**src/rtl/multi_signal_debouncer.sv**
```systemverilog
// multi_signal_debouncer
//
// Purpose:
//   Synchronises and debounces NUM_CHANNELS independent asynchronous inputs
//   in the sys_clk domain. Each channel has its own input polarity,
//   synchroniser chain and stability counter. A new level is accepted only
//   after the synchronised input has differed from the accepted level for
//   DEBOUNCE_COUNT consecutive cycles. Any bounce back restarts qualification.
//
// Ports:
//   sys_clk     in   1  system clock, all logic on the rising edge
//   rst         in   1  synchronous reset, active-high
//   in_sig      in   N  raw asynchronous inputs (per-channel polarity IN_ACTIVE_LOW)
//   out_sig     out  N  registered debounced level (polarity OUT_ACTIVE_LOW)
//   rise_pulse  out  N  one-cycle pulse, logical inactive->active (optional)
//   fall_pulse  out  N  one-cycle pulse, logical active->inactive (optional)
//
// Configuration:
//   DEBOUNCER_EDGE_PULSE_EN  when defined, rise_pulse/fall_pulse ports and
//                            their registers are present. When undefined they
//                            are absent and out_sig behaves identically.

module multi_signal_debouncer #(
  parameter int                      NUM_CHANNELS   = 4,
  parameter int                      DEBOUNCE_COUNT = 16,
  parameter int                      SYNC_STAGES    = 2,
  parameter logic [NUM_CHANNELS-1:0] IN_ACTIVE_LOW  = {NUM_CHANNELS{1'b1}},
  parameter bit                      OUT_ACTIVE_LOW = 1'b0
) (
  input  logic                    sys_clk,
  input  logic                    rst,
  input  logic [NUM_CHANNELS-1:0] in_sig,
  output logic [NUM_CHANNELS-1:0] out_sig
`ifdef DEBOUNCER_EDGE_PULSE_EN
  ,
  output logic [NUM_CHANNELS-1:0] rise_pulse,
  output logic [NUM_CHANNELS-1:0] fall_pulse
`endif
);

  localparam int CW = $clog2(DEBOUNCE_COUNT + 1);
  localparam logic [CW-1:0] CNT_LAST = CW'(DEBOUNCE_COUNT - 1);

  // Per-channel qualification phase. IDLE_STABLE means the synchronised
  // level agrees with the accepted level; QUALIFYING means it differs and
  // the counter is measuring how long it has stayed that way.
  typedef enum logic {
    IDLE_STABLE = 1'b0,
    QUALIFYING  = 1'b1
  } phase_e;

  logic [NUM_CHANNELS-1:0] sync_q [SYNC_STAGES];
  logic [NUM_CHANNELS-1:0] lv;
  logic [NUM_CHANNELS-1:0] st_q;
  logic [NUM_CHANNELS-1:0] st_d;
  logic [CW-1:0]           cnt_q [NUM_CHANNELS];
  logic [CW-1:0]           cnt_d [NUM_CHANNELS];
  phase_e                  phase [NUM_CHANNELS];

`ifdef DEBOUNCER_EDGE_PULSE_EN
  logic [NUM_CHANNELS-1:0] rise_q;
  logic [NUM_CHANNELS-1:0] rise_d;
  logic [NUM_CHANNELS-1:0] fall_q;
  logic [NUM_CHANNELS-1:0] fall_d;
`endif

  // The XOR folds each channel's input polarity away, so everything
  // downstream works on logical levels where 1 means "active".
  assign lv = sync_q[SYNC_STAGES-1] ^ IN_ACTIVE_LOW;

  // Next-state logic. The accepted level toggles on the cycle the counter
  // has already seen DEBOUNCE_COUNT-1 differing cycles and the current one
  // still differs, so exactly DEBOUNCE_COUNT consecutive differing cycles
  // are required. The counter restarts on acceptance and on any bounce, so
  // it can never exceed DEBOUNCE_COUNT-1.
  always_comb begin
    st_d = st_q;
`ifdef DEBOUNCER_EDGE_PULSE_EN
    rise_d = '0;
    fall_d = '0;
`endif
    for (int i = 0; i < NUM_CHANNELS; i++) begin
      cnt_d[i] = '0;
      phase[i] = IDLE_STABLE;
    end
    for (int i = 0; i < NUM_CHANNELS; i++) begin
      phase[i] = (lv[i] != st_q[i]) ? QUALIFYING : IDLE_STABLE;
      unique case (phase[i])
        IDLE_STABLE: begin
          cnt_d[i] = '0;
        end
        QUALIFYING: begin
          if (cnt_q[i] == CNT_LAST) begin
            st_d[i]  = lv[i];
            cnt_d[i] = '0;
`ifdef DEBOUNCER_EDGE_PULSE_EN
            rise_d[i] = lv[i];
            fall_d[i] = ~lv[i];
`endif
          end else begin
            cnt_d[i] = cnt_q[i] + 1'b1;
          end
        end
        default: begin
          cnt_d[i] = '0;
        end
      endcase
    end
  end

  // State register. Reset loads the synchroniser with each channel's
  // inactive raw level so that releasing reset with idle inputs never
  // starts a qualification, and discards any partial count.
  always_ff @(posedge sys_clk) begin
    if (rst) begin
      for (int s = 0; s < SYNC_STAGES; s++) begin
        sync_q[s] <= IN_ACTIVE_LOW;
      end
      st_q <= '0;
      for (int i = 0; i < NUM_CHANNELS; i++) begin
        cnt_q[i] <= '0;
      end
`ifdef DEBOUNCER_EDGE_PULSE_EN
      rise_q <= '0;
      fall_q <= '0;
`endif
    end else begin
      sync_q[0] <= in_sig;
      for (int s = 1; s < SYNC_STAGES; s++) begin
        sync_q[s] <= sync_q[s-1];
      end
      st_q <= st_d;
      for (int i = 0; i < NUM_CHANNELS; i++) begin
        cnt_q[i] <= cnt_d[i];
      end
`ifdef DEBOUNCER_EDGE_PULSE_EN
      rise_q <= rise_d;
      fall_q <= fall_d;
`endif
    end
  end

  // Output polarity is a constant inversion of the registered state, so
  // there is no combinational path from in_sig to out_sig.
  assign out_sig = st_q ^ {NUM_CHANNELS{OUT_ACTIVE_LOW}};

`ifdef DEBOUNCER_EDGE_PULSE_EN
  assign rise_pulse = rise_q;
  assign fall_pulse = fall_q;
`endif

endmodule

```
**config.mk**
```make
export PLATFORM = sky130hd
export DESIGN_NAME = multi_signal_debouncer
export DESIGN_NICKNAME = d
export VERILOG_FILES = /design/src/rtl/multi_signal_debouncer.sv
export SDC_FILE = /design/constraint.sdc
export NUM_CORES = 1
export LEC_CHECK = 0
export CORE_UTILIZATION = 58
export DETAILED_ROUTE_END_ITERATION = 12
export PLACE_DENSITY_LB_ADDON = 0.1
export SKIP_LAST_GASP = 1
export SYNTH_ARGS = -nofsm -noshare
export SYNTH_HDL_FRONTEND = slang
export SYNTH_SLANG_ARGS = --single-unit
export TNS_END_PERCENT = 1
```
**constraint.sdc**
```tcl
create_clock -name sys_clk -period 3.2 [get_ports sys_clk]
set_input_delay 0.32 -clock sys_clk [delete_from_list [all_inputs] [get_ports sys_clk]]
set_output_delay 0.32 -clock sys_clk [all_outputs]
set_load 0.02 [all_outputs]
```
==> results.py <==
metrics = {
    "hold_path": {
        "hold_start": "sync_q[0][2]",
        "worstHoldEndpoint": "sync_q[0][6]",
        "hold_depth": 1,
        "hold_class": "reg -> reg",
    },
    "logic_synthesis": {
        "ys_types": 12,
        "ys_seq_area_frac": 0.562,
        "synthesis.nets": 123,
        "ys_ff_latch": 32,
        "synthCells": 109,
        "synth.cell_area_um2": 1140,
        "syn_area_per_cell_um2": 10.5,
        "ys_warn_count": 0,
    },
    "grt": {
        "antenna_found_initial": 0,
        "grt_overflow_total": 0,
        "grt_use_total": 0.170,
        "grt_pass1_wl_mm": 2.38,
        "grt_pass1_vias": 605,
        "grt_max_degree": 17,
    },
    "critical_path": {
        "cp_top_family": "buffers and inverters",
        "path_buf_inv": 1,
        "worstRegToRegCells": 5,
        "slowest_delay_ns": 0.62,
        "setup.worst_path.start": "out_sig[3]",
        "endpoint_kind": "output pin",
        "crit_type": "reg -> out",
        "ff2ff_setup_slack_ns": 1.66,
        "path_max_fanout": 3,
        "cp.arrival_ns": 1.30,
        "critPathLaunchType": "register",
        "crit_chain": "clkdlybuf4s50_1",
        "reg2reg_from": "cnt_q[0][0]",
        "crit_cells": 1,
        "crit_required_ns": 2.88,
        "timing.rr.end": "cnt_q[0][2]",
        "slowest_stage": "clkdlybuf4s50_1",
    },
    "sta": {
        "fin_crit_ns": 1.62,
        "rsz0062_at_grt": "false",
        "worst_slew_pin_slew_ns": 0.476,
        "hold_violations": 0,
        "hold_slack_ns": 0.418,
        "post-route-period-util": 0.507,
        "finalSetupTns_ns": 0,
        "achievable-frequency_mhz": 617,
        "slew_violations": 0,
        "slew_headroom": 0.681,
        "setup_viol": 0,
        "skew_ns": 0.00835,
    },
    "run": {
        "maxCapViolations": 0,
    },
    "floorplanning": {
        "die_height_um": 46.3,
        "row_count": 15,
        "coreArea_um2": 1780,
        "start_util": 0.639,
        "die_x_um": 46.3,
        "top_level_ports": 10,
        "die_area_um2": 2150,
    },
    "final_layout": {
        "finish.instance_area_um2": 1300,
        "antennaDiodeCount": 0,
        "final-seq-area_um2": 641,
        "final_common_cell": "dfxtp_1",
        "syn2layout_area_growth_pct": 14.4,
        "drive_gt1_frac": 0.145,
        "multi_input_area_um2": 465,
        "final_cell_mix": "dfxtp_1 (32), nor2_1 (24), clkdlybuf4s50_1 (9)",
        "fill_cells": 133,
        "fin_nets": 138,
    },
    "drt": {
        "drcViolationCount": 0,
        "drt-total-wl_mm": 1.44,
        "wl_per_cell_um": 9.66,
        "first_pass_iters": 2,
        "drtAntennaViolNets": 0,
        "drt_iter0_markers": 2,
        "vias_per_cell": 4.67,
        "num_vias": 696,
    },
    "status": {
        "status": "complete, no violations",
    },
    "power": {
        "p_leak_nw": 0.510,
        "max-vdd-ir-drop_mv": 0.356,
        "p_total_mw": 0.624,
        "power_density_nw_per_um2": 478,
    },
    "clock_network": {
        "cts.sinks": 32,
        "cts_made_buffers": 5,
        "cts_buffer_depth": 2,
        "cts_tree": "done",
        "clk_pin_slew_ns": 0.09,
        "ctsResizeCount": 0,
        "clock-root-buffer": "clkbuf_4",
        "clk_latency_ns": 0.31,
        "htreeDepth": 2,
        "post_cts_buffers": 0,
        "postCtsHoldBufs": 0,
    },
    "placement": {
        "place.gp.congestion": 0.683,
        "place_area_um2": 1260,
        "port_buffers": 9,
        "dp_hpwl_um": 997,
    },
}
## layer usage
metal	part of all wire	global-route usage	up-vias
met1	0.48	0.187	307
li1	-	-	377
met5	0	0	-
met2	0.46	0.261	10
met3	0.045	0.106	2
met4	0.0083	0.0706	0
## stage by stage
step / util / instances / setup slack [ns]
2_1_floorplan: - / 109 / 1.78
6_report: 0.731 / 149 / 1.58
3_5_place_dp: 0.705 / 142 / 1.52
5_1_grt: 0.731 / 149 / 1.51
3_3_place_gp: 0.705 / 142 / 1.56
4_1_cts: 0.731 / 149 / 1.56
## sequential cells by signal, indices dropped and copies added (netlist names)
name     cells
out_sig      4
sync_q       8
cnt_q       20
## report_power, final
group          switching, mW  internal, mW  leakage (nW)  total, mW
clock network          0.117        0.0808        0.0281      0.198
logic                0.00711        0.0115         0.222     0.0186
registers            0.00302         0.404         0.260      0.407
## kinds of logic (layout without fill, tap and decap cells)
group | Yosys count | count (layout) | share of synthesized area
flops | 32 | 32 | 0.562
compound gates | 4 | 4 | 0.0263
buf+inv | 9 | 24 | 0.0296
fa+ha+maj | 8 | 8 | 0.0878
simple gates | 44 | 44 | 0.202
xor+xnor | 12 | 12 | 0.0922
## synth_stat cells
master / instances / share of area
a211oi_1: 4 / 0.026
and3_1: 4 / 0.022
clkbuf_1: 1 / 0.0033
dfxtp_1: 32 / 0.56
ha_1: 8 / 0.088
inv_1: 8 / 0.026
nand3_1: 4 / 0.018
nor2_1: 24 / 0.079
or2_2: 8 / 0.044
or3_4: 4 / 0.040
xnor2_1: 4 / 0.031
xor2_1: 8 / 0.061
## how the worst max path moves through the flow
stage | endpoint
after floorplan | cnt_q[3][2]
after global placement | cnt_q[0][2]
after detailed placement | cnt_q[3][4]
after CTS | out_sig[2]
after global routing | out_sig[3]
final | out_sig[3]
## final cells by class
type	instances	share of cell area
Tap cell	25	0.0240
Clock buffer	6	0.0317
Inverter	8	0.0230
Clock inverter	1	0.00384
Timing Repair Buffer	9	0.0691
Sequential cell	32	0.491
Multi-Input combinational cell	68	0.357
(Power assumes the default switching activity.)
==> edit (same settings) <==
Set the parameter `DEBOUNCE_COUNT` to 32 (it was 16).
--- a/src/rtl/multi_signal_debouncer.sv
+++ b/src/rtl/multi_signal_debouncer.sv
@@ -22,7 +22,7 @@
 
 module multi_signal_debouncer #(
   parameter int                      NUM_CHANNELS   = 4,
-  parameter int                      DEBOUNCE_COUNT = 16,
+  parameter int                      DEBOUNCE_COUNT = 32,
   parameter int                      SYNC_STAGES    = 2,
   parameter logic [NUM_CHANNELS-1:0] IN_ACTIVE_LOW  = {NUM_CHANNELS{1'b1}},
   parameter bit                      OUT_ACTIVE_LOW = 1'b0
Function: no difference found for any inputs over 10 cycles, from zero or initial values and one cycle with rst high; that may be too few to reach the edited logic, so the function may still have changed.
==> edit against the original RTL <==
  * Register-to-register slack got worse by 0.03 ns
  * Sequential cell count rose by 4
  * Sequential share of layout area fell by 2.8 points
  * Synthesized area rose by 21%
  * Clock power rose by 21%
  * Design area rose by 19%
  * Cell count rose by 19%
  * Clock skew fell by 0.0059 ns
  * Power rose by 15%
  * Sequential power rose by 12%
  * Routed wire length rose by 50%
  * Worst setup slack got worse by 0.013 ns
  * Critical endpoint is now out_sig[0]
  * Largest cell class unchanged
  * Largest power group unchanged
==> edit: results (changes against the original RTL) <==
metric,value,unit,change
r2r setup slk,1.63,ns,-0.03 ns
multi-input combinational cell area,651,um2,+40%
multi-input gates,96,,+41%
num sequential,36,,+13%
CLK BUF,8,,+2
Reg2Reg Depth,4,,-1
area share of fa/ha/maj cells after synthesis,3.63,%,-5.2 points
syn_area_per_cell,10.3,um2,-1.6%
DP Worst Slack,1.53,ns,+0.00622 ns
Filler cells,171,,+29%
Seq power,0.457,mW,+12%
Post-synth top cells,"36 x dfxtp_1, 12 x nor2_1, 11 x nand3_1",,
first-pass GRT wire length,3.73,mm,+57%
Worst Skew,0.00245,ns,-0.00590 ns
Post-DP HPWL,1.65,mm,+65%
Critical Path Start,out_sig[0],,
number of flip-flops in the largest register,24,,+20%
Total GRT Usage,19.9,%,+2.9 points
worst-margin pin slew,0.486,ns,+0.00990 ns
P&R area growth vs syn,12.8,%,
sequential area share after synthesis,52.3,%,-3.9 points
ranking of synthesized cells by area,"dfxtp_1 52%, xnor2_1 5.1%, xor2_1 5.1%",,
Inverters,0,,-8
mux share of post-synthesis cell area,3.27,%,+3.3 points
Psw,0.141,mW,+11%
buffering overhead,5.79,%,-1.1 points
dpl cell area,0.00150,mm2,+19%
drt first-iter violations,8,,+6
Routability Congestion,0.747,,+9.4%
leakage,0.523,nW,+2.7%
Post-Synthesis Net Count,144,,+17%
final net count,158,,+14%
Netlist cell types,19,,+7
sequential share of power,63.9,%,-1.4 points
minimum clock period,1.63,ns,+0.0127 ns
total iterations of the first detailed-routing run,4,,+2
Avg WL per Cell,12.2,um,+27%
DR vias/cell,5.26,,+13%
hold slack,0.416,ns,-0.00205 ns
status,"finished, final reports clean",,
Hold EP,sync_q[0][5],,
vias in the first global route,941,,+56%
worst-case vdd ir drop,362,uV,+1.6%
worst hold path startpoint,sync_q[0][1],,
Synth Area in Compound Gates,2.90,%,+0.27 points
largest net degree at the start of global routing,21,,+4
edit: changes by cell type after synthesis, moves of 7 or more:
| cell | change |
|---|---|
| inv_1 | -8 |
| nor2_1 | -12 |
| nor3_1 | +8 |
| nand3_1 | +7 |
edit: logic make-up (layout without fill, tap and decap cells):
family          after synthesis  in the layout
xor+xnor                     16             16
flops                        36             36
mux                           4              4
simple gates                 64             64
buf+inv                       2             17
compound gates                8              8
fa+ha+maj                     4              4
edit: stage by stage:
step	util [%]	instances
floorplan	-	134
global placement	67.0	169
detailed placement	67.0	169
CTS	69.6	177
global route	69.6	177
finish	69.6	177
edit: layer usage:
layer  vias to the layer above  part of all wire (%)  global-route usage [%]  wire length (um)
li1                        487                     -                       -                 -
met1                       431                    46                    22.1               997
met2                        11                    51                    34.7              1100
met3                         2                   2.6                    5.45                57
met4                         0                  0.55                    9.72                12
met5                         -                     0                       0                 0
